**src/rtl/reg_wb_pkg.sv**
```systemverilog
// Shared widths, defaults and writeback payload type for the register writeback arbiter.
package reg_wb_pkg;

    localparam int unsigned REG_ADDR_W     = 5;
    localparam int unsigned DATA_W         = 32;
    localparam int unsigned FIFO_DEPTH     = 2;
    localparam int unsigned STARVE_MAX_DEF = 4;
    localparam int unsigned STARVE_CNT_W   = 4;
    localparam int unsigned NUM_REGS       = 1 << REG_ADDR_W;

    // One queued register-file write.
    typedef struct packed {
        logic [REG_ADDR_W-1:0] dest;
        logic [DATA_W-1:0]     data;
    } wb_entry_t;

    // One-hot decode of a destination register index.
    function automatic logic [NUM_REGS-1:0] reg_onehot(input logic [REG_ADDR_W-1:0] r);
        reg_onehot = NUM_REGS'(1) << r;
    endfunction

endpackage

```
**src/rtl/wb_fifo.sv**
```systemverilog
// Small load-writeback FIFO; exposes per-entry destinations so the top can build the pending mask.
module wb_fifo
    import reg_wb_pkg::*;
(
    input  logic                              clock,
    input  logic                              reset,
    input  logic                              push,
    input  wb_entry_t                         push_entry,
    input  logic                              pop,
    output logic                              full,
    output logic                              empty,
    output wb_entry_t                         head,
    output logic [FIFO_DEPTH-1:0]             entry_valid,
    output logic [FIFO_DEPTH*REG_ADDR_W-1:0]  entry_dest
);

    localparam int unsigned PTR_W = (FIFO_DEPTH > 1) ? $clog2(FIFO_DEPTH) : 1;
    localparam int unsigned CNT_W = $clog2(FIFO_DEPTH + 1);

    logic [PTR_W-1:0] wr_ptr;
    logic [PTR_W-1:0] rd_ptr;
    logic [CNT_W-1:0] count;
    wb_entry_t        mem [FIFO_DEPTH];
    logic             push_ok;
    logic             pop_ok;

    assign full    = (count == CNT_W'(FIFO_DEPTH));
    assign empty   = (count == '0);
    assign push_ok = push && !full;
    assign pop_ok  = pop && !empty;
    assign head    = mem[rd_ptr];

    // Pointer and occupancy tracking; a simultaneous push and pop leaves the count unchanged.
    always_ff @(posedge clock or posedge reset) begin
        if (reset) begin
            wr_ptr <= '0;
            rd_ptr <= '0;
            count  <= '0;
        end else begin
            if (push_ok) begin
                wr_ptr <= wr_ptr + PTR_W'(1);
            end
            if (pop_ok) begin
                rd_ptr <= rd_ptr + PTR_W'(1);
            end
            case ({push_ok, pop_ok})
                2'b10:   count <= count + CNT_W'(1);
                2'b01:   count <= count - CNT_W'(1);
                default: count <= count;
            endcase
        end
    end

    // Entry storage.
    always_ff @(posedge clock or posedge reset) begin
        if (reset) begin
            for (int i = 0; i < FIFO_DEPTH; i++) begin
                mem[i] <= '0;
            end
        end else if (push_ok) begin
            mem[wr_ptr] <= push_entry;
        end
    end

    // A slot is live when its distance from the read pointer is below the occupancy.
    always_comb begin
        entry_valid = '0;
        entry_dest  = '0;
        for (int i = 0; i < FIFO_DEPTH; i++) begin
            entry_valid[i] = (CNT_W'(PTR_W'(PTR_W'(i) - rd_ptr)) < count);
            entry_dest[i*REG_ADDR_W +: REG_ADDR_W] = mem[i].dest;
        end
    end

endmodule

```
**src/rtl/reg_wb_arbiter.sv**
```systemverilog
// Arbitrates one register-file write port between single-cycle ALU results and queued loads.
module reg_wb_arbiter
    import reg_wb_pkg::*;
#(
    parameter int unsigned STARVE_MAX = STARVE_MAX_DEF
) (
    input  logic                  clock,
    input  logic                  reset,
    input  logic                  alu_valid,
    input  logic [REG_ADDR_W-1:0] alu_reg,
    input  logic [DATA_W-1:0]     alu_data,
    output logic                  alu_stall,
    input  logic                  ld_valid,
    output logic                  ld_ready,
    input  logic [REG_ADDR_W-1:0] ld_reg,
    input  logic [DATA_W-1:0]     ld_data,
    output logic                  reg_write,
    output logic [REG_ADDR_W-1:0] WB_reg,
    output logic [DATA_W-1:0]     WB_result,
    output logic [NUM_REGS-1:0]   pending,
    output logic                  err
);

    logic                             alu_req;
    logic                             alu_grant;
    logic                             ld_push;
    logic                             fifo_pop;
    logic                             fifo_full;
    logic                             fifo_empty;
    wb_entry_t                        fifo_head;
    wb_entry_t                        ld_entry;
    logic [FIFO_DEPTH-1:0]            entry_valid;
    logic [FIFO_DEPTH*REG_ADDR_W-1:0] entry_dest;
    logic [STARVE_CNT_W-1:0]          starve_cnt;
    logic [STARVE_CNT_W-1:0]          starve_cnt_nxt;
    logic                             starve_hit;

    // Writes to register zero are architecturally meaningless and never compete for the port.
    assign alu_req    = alu_valid && (alu_reg != '0);
    assign ld_ready   = !fifo_full;
    assign ld_push    = ld_valid && ld_ready && (ld_reg != '0);
    assign ld_entry   = '{dest: ld_reg, data: ld_data};

    assign starve_hit = (starve_cnt == STARVE_CNT_W'(STARVE_MAX));
    assign alu_stall  = !fifo_empty && starve_hit;
    assign alu_grant  = alu_req && !alu_stall;
    assign fifo_pop   = !alu_grant && !fifo_empty;

    wb_fifo u_wb_fifo (
        .clock       (clock),
        .reset       (reset),
        .push        (ld_push),
        .push_entry  (ld_entry),
        .pop         (fifo_pop),
        .full        (fifo_full),
        .empty       (fifo_empty),
        .head        (fifo_head),
        .entry_valid (entry_valid),
        .entry_dest  (entry_dest)
    );

    // Count cycles the load head loses to the ALU; any pop or empty queue restarts the count.
    always_comb begin
        starve_cnt_nxt = starve_cnt;
        if (fifo_empty || fifo_pop) begin
            starve_cnt_nxt = '0;
        end else if (alu_grant && !starve_hit) begin
            starve_cnt_nxt = starve_cnt + STARVE_CNT_W'(1);
        end
    end

    // Starvation counter register.
    always_ff @(posedge clock or posedge reset) begin
        if (reset) begin
            starve_cnt <= '0;
        end else begin
            starve_cnt <= starve_cnt_nxt;
        end
    end

    // Register the granted write; address and data hold when nothing is granted.
    always_ff @(posedge clock or posedge reset) begin
        if (reset) begin
            reg_write <= 1'b0;
            WB_reg    <= '0;
            WB_result <= '0;
        end else begin
            reg_write <= alu_grant || fifo_pop;
            if (alu_grant) begin
                WB_reg    <= alu_reg;
                WB_result <= alu_data;
            end else if (fifo_pop) begin
                WB_reg    <= fifo_head.dest;
                WB_result <= fifo_head.data;
            end
        end
    end

    // Sticky error for an ALU result that arrived while it was told to stall.
    always_ff @(posedge clock or posedge reset) begin
        if (reset) begin
            err <= 1'b0;
        end else if (alu_req && alu_stall) begin
            err <= 1'b1;
        end
    end

    // Mask of registers with an outstanding queued load.
    always_comb begin
        pending = '0;
        for (int i = 0; i < FIFO_DEPTH; i++) begin
            if (entry_valid[i]) begin
                pending = pending | reg_onehot(entry_dest[i*REG_ADDR_W +: REG_ADDR_W]);
            end
        end
    end

endmodule

```
**config.mk**
```make
export PLATFORM = sky130hd
export DESIGN_NAME = reg_wb_arbiter
export DESIGN_NICKNAME = d
export VERILOG_FILES = /design/src/rtl/reg_wb_pkg.sv /design/src/rtl/wb_fifo.sv /design/src/rtl/reg_wb_arbiter.sv
export SDC_FILE = /design/constraint.sdc
export NUM_CORES = 1
export LEC_CHECK = 0
export ABC_AREA = 1
export CORE_ASPECT_RATIO = 0.9
export CORE_UTILIZATION = 30
export DETAILED_ROUTE_END_ITERATION = 12
export MAX_ROUTING_LAYER = met4
export PLACE_DENSITY = 0.57
export REMOVE_ABC_BUFFERS = 1
export SETUP_SLACK_MARGIN = 0.4
export SYNTH_ARGS = -nofsm -noshare
export SYNTH_HDL_FRONTEND = slang
export SYNTH_SLANG_ARGS = --single-unit
```
**constraint.sdc**
```tcl
create_clock -name clock -period 4.1 [get_ports clock]
set_input_delay 0.41 -clock clock [delete_from_list [all_inputs] [get_ports clock]]
set_output_delay 0.41 -clock clock [all_outputs]
set_load 0.005 [all_outputs]
```
# After elaboration in Yosys (flattened, before gate mapping)
# Index checks and enable logic that the tools add are counted.
op_classes:
  addsub: 7
  n_lt_le_gt_ge: 5
  n_eq_ne: 4
  shifts: 2
  mux: 15
  bitwise_logic: 3
  n_reduce_logical: 24
op_table:
  columns: ["op", "count"]
  rows:
  - ["$mux 37", 4]
  - ["$mux 32", 4]
  - ["$bwmux 74", 1]
  - ["$shl 1x5->32 const A", 2]
  - ["$demux 37 s1", 1]
  - ["$or 32x32->32", 1]
  - ["$logic_and 1x1->1", 11]
  - ["$mux 5", 2]
  - ["$reduce_bool 5->1", 2]
  - ["$mux 4", 2]
  - ["$reduce_bool 2->1", 3]
  - ["$logic_not 1->1", 5]
  - ["$add 4x1->4 const B", 1]
  - ["$eq 2x2->1 const B", 2]
  - ["$eq 4x3->1 const B", 1]
  - ["$ge 2x2->1 const B", 2]
  - ["$lt 1x2->1", 2]
  - ["$not 1->2", 2]
  - ["$pmux 2 s2", 1]
  - ["$add 1x1->1 const B", 2]
  - ["$add 2x1->2 const B", 1]
  - ["$eq 2x1->1 const B", 1]
  - ["$logic_not 2->1", 1]
  - ["$logic_or 1x1->1", 2]
  - ["other kinds (3)", 4]
totals:
  regBits: 121
  output_inout_bits: 73
  word_cells: 72

# Longest topological paths before layout
# Gate-level depths: netlist of the first run.
depth:
  ltp_word: 10
  mapped_depth: 10
  ltp_nobuf: 10

# Cells and area by module
# From an unflattened synthesis of the first run, not the netlist that was laid out.
hier_totals:
  hier_cells: 870
  hier_area_um2: 6478.7
by_module_without_submodules:
  columns: ["module", "instances", "cells_per_inst", "area_per_inst_um2", "seq_area_each_um2"]
  rows:
  - ["wb_fifo", 1, 491, 3828.7, 1951.9]
  - ["reg_wb_arbiter", 1, 379, 2650.0, 1076.0]

# Worst setup path before layout of the first run
# OpenSTA, ideal clock, no wires.
synth_timing:
  kind: "register to register"
  startpoint: "reg u_wb_fifo.count[1]"
  endpoint: "reg u_wb_fifo.count[1]"
  setup_time_ns: 0.131
  arrival_ns: 1.579
  t_required_ns: 3.969
  setup_slack_ns: 2.391
  stages_incl_launch_ff: 11
  path_buffers: 0
  synth_period_minus_slack_ns: 1.709
  path_cell_list: "dfrtp_1 -> inv_1 -> nand2_2 -> nand3_2 -> nand3_2 -> nand2_1 -> inv_1 -> ha_1 -> a21oi_1 -> o21ai_0 -> xor2_1"
synth_between:
  elab_chain_cells: 10
  elab_cells_between_ends: 19
  classes_between: "add/sub (2); eq/ne (3); mux (1); reduce/logical (13)"
synth_lines:
  columns: ["element", "line", "rtl"]
  rows:
  - ["start, declared", "wb_fifo.sv:22", "logic [CNT_W-1:0] count;"]
  - ["start signal, assigned", "wb_fifo.sv:47", "2'b10: count <= count + CNT_W'(1);"]
  - ["start signal, assigned", "wb_fifo.sv:48", "2'b01: count <= count - CNT_W'(1);"]
  - ["start signal, assigned", "wb_fifo.sv:49", "default: count <= count;"]
  - ["$logic_not 2->1 *", "wb_fifo.sv:28", "assign empty = (count == '0);"]
  - ["$logic_not 1->1 *", "wb_fifo.sv:30, reg_wb_arbiter.sv:45, reg_wb_arbiter.sv:47", null]
  - ["$logic_and 1x1->1", "reg_wb_arbiter.sv:45", "assign alu_stall = !fifo_empty && starve_hit;"]
  - ["$logic_not 1->1", "reg_wb_arbiter.sv:46", "assign alu_grant = alu_req && !alu_stall;"]
  - ["$logic_and 1x1->1", "reg_wb_arbiter.sv:46", null]
  - ["$logic_not 1->1", "reg_wb_arbiter.sv:47", "assign fifo_pop = !alu_grant && !fifo_empty;"]
  - ["$logic_and 1x1->1", "reg_wb_arbiter.sv:47", null]
  - ["$logic_and 1x1->1 *", "wb_fifo.sv:30", "assign pop_ok = pop && !empty;"]
  - ["named net u_wb_fifo.pop_ok", "wb_fifo.sv:25", "logic pop_ok;"]
  - ["$eq 2x1->1 / $eq 2x2->1 (equally long branches)", "wb_fifo.sv:46", "case ({push_ok, pop_ok})"]
  - ["$pmux 2 s2 / $reduce_bool 2->1 (equally long branches)", null, null]
# The timed path passes the listed nets; every way through them passes the cells marked *.
# A chain may end at the register's enable or synchronous reset.

# Worst setup path in the final report of the first run
layout_timing:
  startpoint: "reg u_wb_fifo.rd_ptr"
  endpoint: "out pending[10]"
layout_between:
  elab_chain_cells: 5
  elab_cells_between_ends: 7
  classes_between: "add/sub (2); order compare (2); mux (2); bitwise (1)"
layout_lines:
  columns: ["element", "line", "rtl"]
  rows:
  - ["start, declared", "wb_fifo.sv:21", "logic [PTR_W-1:0] rd_ptr;"]
  - ["start signal, assigned", "wb_fifo.sv:44", "rd_ptr <= rd_ptr + PTR_W'(1);"]
  - ["$sub 1x1->1", "wb_fifo.sv:70", "entry_valid[i] = (CNT_W'(PTR_W'(PTR_W'(i) - rd_ptr)) < count);"]
  - ["$lt 1x2->1", "wb_fifo.sv:70", null]
  - ["$mux 32", "reg_wb_arbiter.sv:112", "if (entry_valid[i]) begin"]
  - ["$or 32x32->32", "reg_wb_arbiter.sv:113", "pending = pending | reg_onehot(entry_dest[i*REG_ADDR_W +: REG_ADDR_W]);"]
  - ["$mux 32 *", "reg_wb_arbiter.sv:112", null]
  - ["end, declared", "reg_wb_arbiter.sv:20", "output logic [NUM_REGS-1:0] pending,"]
# Mark *: on every way between the ends. The rest lies on a longest branch, timed or not.

==> results of run 1 <==
## kinds of logic (layout without fill, tap and decap cells)
| family | Yosys count | in the layout |
|---|---|---|
| flip-flops | 121 | 121 |
| XOR/XNOR | 4 | 4 |
| buffers and inverters | 84 | 217 |
| adder cells (fa/ha/maj) | 3 | 3 |
| other | 0 | 1 |
| AO/OA/AOI/OAI | 55 | 55 |
| AND/OR/NAND/NOR | 552 | 552 |
## placed cells by master (no fill, tap or decap), types with 2 or more instances in the layout
master,n
clkbuf_16,17
nand2_1,342
nor2_1,21
nand3_2,3
xnor2_1,2
nor3_1,5
bufinv_16,4
nand4_1,49
nand2_2,2
clkbuf_1,2
clkbuf_8,2
clkinv_2,2
nand3_1,123
inv_1,17
nor2_8,2
clkinv_4,2
ha_1,3
o21ai_0,48
clkdlybuf4s50_1,149
inv_2,4
xor2_1,2
clkinv_1,3
clkinvlp_4,3
a21oi_1,2
o21ai_1,2
dfrtp_1,120
buf_4,9
nor2_2,2
## final cells by class
cell class / instances / share of cell area (%)
repair buffers: 160 / 18.7
well taps: 255 / 3.77
flip-flops and latches: 121 / 35.8
multi-input cells: 614 / 33.0
clock buffers: 21 / 5.45
diodes: 1 / 0.0296
clock inverters: 11 / 2.01
inverters: 25 / 1.14
## metal layers
| metal | vias up | routed length (um) | GRT usage [%] |
|---|---|---|---|
| li1 | 2931 | - | - |
| met1 | 2840 | 9490 | 26.7 |
| met2 | 191 | 8470 | 28.1 |
| met3 | 20 | 1030 | 3.75 |
| met4 | 0 | 204 | 5.37 |
| met5 | - | 0 | - |
## power groups by stage
stage / Sequential [mW] / Clock, mW / Combinational [mW]
after floorplan: 2.08 / 0 / 1.32
after global placement: 2.12 / 0 / 2.43
after detailed placement: 2.12 / 0 / 2.46
after CTS: 2.11 / 1.62 / 2.47
after global routing: 2.18 / 1.67 / 2.75
final: 2.10 / 1.59 / 2.44
## worst paths after layout
kind	to	slack, ps	depth (start not counted)
worst max-delay path	pending[10]	1260	6
worst min-delay path	WB_result[31]$_DFFE_PP0P_	420	2
worst max register to register	WB_result[16]$_DFFE_PP0P_	1470	7
worst min register to register	u_wb_fifo.mem[24]$_DFFE_PP0P_	470	2
max in group asynchronous	u_wb_fifo.mem[14]$_DFFE_PP0P_	2840	3
min in group clock	u_wb_fifo.mem[24]$_DFFE_PP0P_	470	2
## worst reg2reg max path: stages, from the launching register on
cell and delay (ps):
dfrtp_1 440, inv_2 100, nand2_2 230, buf_4 430
clkinv_1 610, buf_4 470, nand3_1 150, nand3_1 100
## stage by stage
stage / power, mW / hold slack (ps) / std cells / util [%]
after floorplan: 3.40 / 442 / 760 / -
after global placement: 4.55 / 454 / 1175 / 38.8
after detailed placement: 4.58 / 458 / 1175 / 38.8
after CTS: 6.20 / 436 / 1207 / 41.9
after global routing: 6.60 / 480 / 1208 / 41.9
final: 6.13 / 424 / 1208 / 41.9
==> out/metrics.cfg, run 1 <==
[outcome]
status=complete, no violations

[route]
firstDrtPassIters=5
drt_drc_violations_left=0
routed_wirelength_mm=19.2
via_per_inst=4.95
via_count=5982
wire_per_inst_um=15.9
ant_nets=0
drtIter0Drc=499

[setup_path]
slowest_stage=clkdlybuf4s50_1
path_class=reg2out
path_cells=inv_2 -> a21oi_1 -> nor2_2 -> nand2_1 -> o21ai_0 -> clkdlybuf4s50_1
r2r_start=u_wb_fifo.count[0]$_DFFE_PP0P_
cp.required_ps=3690
startpoint_type=flop
max_stage_delay_ps=540
cp_top_family=buffers and inverters
crit_fanout=16
crit_path_start=u_wb_fifo.rd_ptr$_DFFE_PP0P_
critPathBufInv=2
setup.worst_path.end_class=primary output
critPathArrivalTime_ps=2430

[placement]
post-place-ws_ps=1370
io_buffers=150
dpl_cell_area_sq_um=7820
dp_hpwl_mm=12.4
gp_congestion=0.845

[cts]
cts_num_sinks=121
cts_tree=yes
ctsHoldBuffers=0
cts_htree_levels=4
cts_buffer_depth=2
clk_pin_slew_worst_paths_ps=50
clkLatencyLatePin_ps=420
ctsResizeCount=0
cts_root_buffer=clkbuf_16
cts_inserted_buffers=17
postCtsSetupBuffers=0

[logic_synthesis]
synth_top_cell_area_share_pct=48.7
ys_async_sr_fraction_pct=100
synth_commonest_cells=343 x nand2_1, 124 x nand3_1, 121 x dfrtp_1
synth_fa_ha_area_share_pct=0.603
synth_edf_count=0
synth_mux_area_share_pct=0
yosysMostFrequentCell=nand2_1
synthFlopType=dfrtp_1
synth.area.top_cells=dfrtp_1 49%, nand2_1 21%, nand3_1 10%
synth_top_family_by_area=simple AND/OR/NAND/NOR gates
ys_ff_latch=121
seq_area_frac_synth_pct=48.7
ys_warn_count=0
yosys.area.top_type=dfrtp_1
synthXorXnorAreaFrac_pct=0.563
synth_cell_types=30
synth_area_sq_um=6220
syn_inst=819
synthSimpleGateAreaFrac_pct=39.0
syn_area_per_cell_sq_um=7.60
synth-compound-area-share_pct=4.62

[layout]
stdcell_area_sq_um=8450
multi_input_area_sq_um=2790
seq_area_sq_um=3030
largest_register=u_wb_fifo.mem
area_growth_pct=35.9
drive_gt1_share_pct=6.20
final_nets=1020
n_fill_cell=2042
largest_reg_flops=64

[hold_path]
hold_path.class=in2async

[timing]
tns_ps=0
fmax_mhz=353
setup_viol=0
final_max_slew_viol_count=0
rsz0062_at_grt=no
fin_ws_ps=1260
fin_skew_ps=8.89
slew_headroom_pct=43.9
post-route-period-util_pct=69.1
worstMarginPinSlew_ps=839
finalCriticalPeriod_ps=2840
finalHoldViolCount=0

[grt]
grt_pass1_wl_mm=30.9
grt-ovfl-total=0
antenna_found_initial=1
grt_max_degree=78
grt_pass1_vias=5723
grt_usage_pct=19.2

[floorplanning]
die_w_um=154
rows=49
io_pins=151
initial_core_util_pct=30.8
die-area_sq_um=21300
core_area_sq_um=20200
die_h_um=139

[power_and_ir_drop]
swShare_pct=38.4
power_density_nw_per_um2=725
p_comb_share_pct=39.7
p_int_mw=3.78
p_sw_mw=2.35
p_leak_nw=3.91
p_clk_share_pct=25.9
ir_drop_v=0.000287
seqPwrFrac_pct=34.3

[flow_run]
drv_cap=0

No activity file was read; power rests on OpenSTA's default activity.
==> inputs of run 2 (changes only) <==
- PLACE_DENSITY: 0.57 -> 0.59
- clock period: 4.1 -> 2.34 ns (I/O delays scaled with it)
==> run 2 against run 1 <==
Net effect:
- sequential share of layout area shrank 2.9 points
- critical path type unchanged
- worst hold slack worse by 180 ps
- die area unchanged
- wire length grew 9.6%
- critical path depth rose by 2
- clock power is 75% higher
- register-to-register slack worse by 1000 ps
- final cell count increased by 4.1%
- clock skew rose by 2.8 ps
==> out/metrics.cfg, run 2 (synthesized netlist as in run 1, its figures left out) <==
[route]
routed_wirelength_mm=21.0
drt_drc_violations_left=0
ant_nets=0
via_count=6279
firstDrtPassIters=5
wire_per_inst_um=16.7
via_per_inst=5.00
drtIter0Drc=501

[floorplanning]
core_area_sq_um=20200
die_w_um=154
initial_core_util_pct=30.8
die-area_sq_um=21300
rows=49
die_h_um=139
io_pins=151

[grt]
antenna_found_initial=1
grt_usage_pct=20.6
grt-ovfl-total=0
grt_pass1_wl_mm=33.1
grt_pass1_vias=6030
grt_max_degree=68

[setup_path]
startpoint_type=flop
critPathArrivalTime_ps=1770
path_cells=buf_6 -> a21oi_4 -> nor2_4 -> buf_12 -> buf_8 -> nand2_2 -> o21ai_2 -> buf_2
cp.required_ps=2110
reg2reg_depth=10
max_stage_delay_ps=440
crit_fanout=6
setup.worst_path.end_class=primary output
slowest_stage=dfrtp_2
path_class=reg2out

[cts]
cts_buffer_depth=2
cts_num_sinks=121
cts_tree=yes
cts_root_buffer=clkbuf_16
clkLatencyLatePin_ps=420
cts_inserted_buffers=17
clk_pin_slew_worst_paths_ps=50
ctsHoldBuffers=0
cts_htree_levels=4

[layout]
n_fill_cell=1945
largest_register=u_wb_fifo.mem
final_cell_mix=326 x nand2_1, 121 x nand3_1, 115 x clkdlybuf4s50_1
layout_commonest_cell=nand2_1
final_nets=1070
fin_cells=1257
area_growth_pct=48.1
largest_reg_flops=64
drive_gt1_share_pct=21.2

[placement]
gp_congestion=0.834
dp.cells=1188
dp_hpwl_mm=12.8
io_buffers=150

[timing]
final_max_slew_viol_count=0
fin_skew_ps=11.7
setup_viol=0
finalHoldViolCount=0
worstMarginPinSlew_ps=525
fmax_mhz=498
post-route-period-util_pct=85.8
rsz0062_at_grt=yes
holdWs_ps=242
slew_headroom_pct=65.0
finalCriticalPeriod_ps=2010

[power_and_ir_drop]
power_density_nw_per_um2=1340
ir_drop_v=0.000507
p_leak_nw=4.39

[hold_path]
hold_path.class=in2async

[outcome]
status=complete, no violations

[flow_run]
drv_cap=0

## run 2: cell count changes in the layout (fill, tap and decap cells not counted), moves of 8 or more
cell	before	now
o21ai_2	1	28
inv_1	17	8
clkbuf_2	0	19
buf_2	1	14
buf_4	9	37
clkdlybuf4s50_1	149	115
nand2_2	2	11
o21ai_0	48	18
buf_12	1	9
nand2_1	342	326
## run 2: layout make-up
type / count / area (sq um) / area share, %
multi-input cells: 616 / 3150 / 34.1
clock inverters: 11 / 173 / 1.87
diodes: 1 / 2.50 / 0.0272
flip-flops and latches: 121 / 3040 / 33.0
well taps: 255 / 319 / 3.46
inverters: 25 / 119 / 1.29
clock buffers: 20 / 447 / 4.85
repair buffers: 208 / 1970 / 21.4
## run 2: worst max-delay path: cells and delay by family (launching register included)
kind / cells / cell delay [ps]
AND/OR/NAND/NOR: 2 / 150
AO/OA/AOI/OAI: 2 / 230
flip-flops: 1 / 440
buffers and inverters: 4 / 540
## run 2: path summary, 6_finish.rpt
path | slack (ps) | start | to
worst max-delay path | 330 | u_wb_fifo.count[0]$_DFFE_PP0P_ | pending[14]
worst min-delay path | 240 | reset | err$_DFFE_PP0P_
worst max register to register | 460 | u_wb_fifo.count[0]$_DFFE_PP0P_ | u_wb_fifo.entry_dest[8]$_DFFE_PP0P_
worst min register to register | 470 | u_wb_fifo.mem[11]$_DFFE_PP0P_ | u_wb_fifo.mem[11]$_DFFE_PP0P_
max in group asynchronous | 1760 | reset | u_wb_fifo.mem[38]$_DFFE_PP0P_
min in group clock | 280 | alu_valid | u_wb_fifo.rd_ptr$_DFFE_PP0P_
## run 2: power breakdown
group	leakage, nW	switching [mW]	internal [mW]	total [mW]
logic	2.60	3.26	2.58	5.84
registers	1.49	0.677	3.05	3.73
clock network	0.300	0.970	1.81	2.78
total	4.39	4.91	7.44	12.3
## run 2: stage by stage
step / cell area (sq um) / power (mW) / setup TNS (ps) / worst slack [ps] / util [%]
2_1_floorplan: 5910 / 5.96 / -136910 / -1110 / -
3_3_place_gp: 7960 / 8.08 / 0 / 251 / 39.4
3_5_place_dp: 7960 / 8.14 / 0 / 247 / 39.4
4_1_cts: 8960 / 11.8 / 0 / 208 / 44.4
5_1_grt: 9220 / 13.2 / 0 / 285 / 45.7
6_report: 9220 / 12.3 / 0 / 332 / 45.7
## run 2: per-layer routing
| metal | share of wire [%] | track usage (%) | vias to the layer above |
|---|---|---|---|
| met5 | 0 | - | - |
| met2 | 45 | 30.0 | 225 |
| met3 | 6.8 | 5.19 | 23 |
| li1 | - | - | 3049 |
| met4 | 1.2 | 5.47 | 0 |
| met1 | 47 | 28.4 | 2982 |
## run 2: repair_timing
item | in CTS | in global routing
pin swaps | 21 | 19
resized for setup | 128 | 129
cloned | 2 | 2
buffers inserted | 27 | 6
endpoints found under the setup margin | 34 | 66
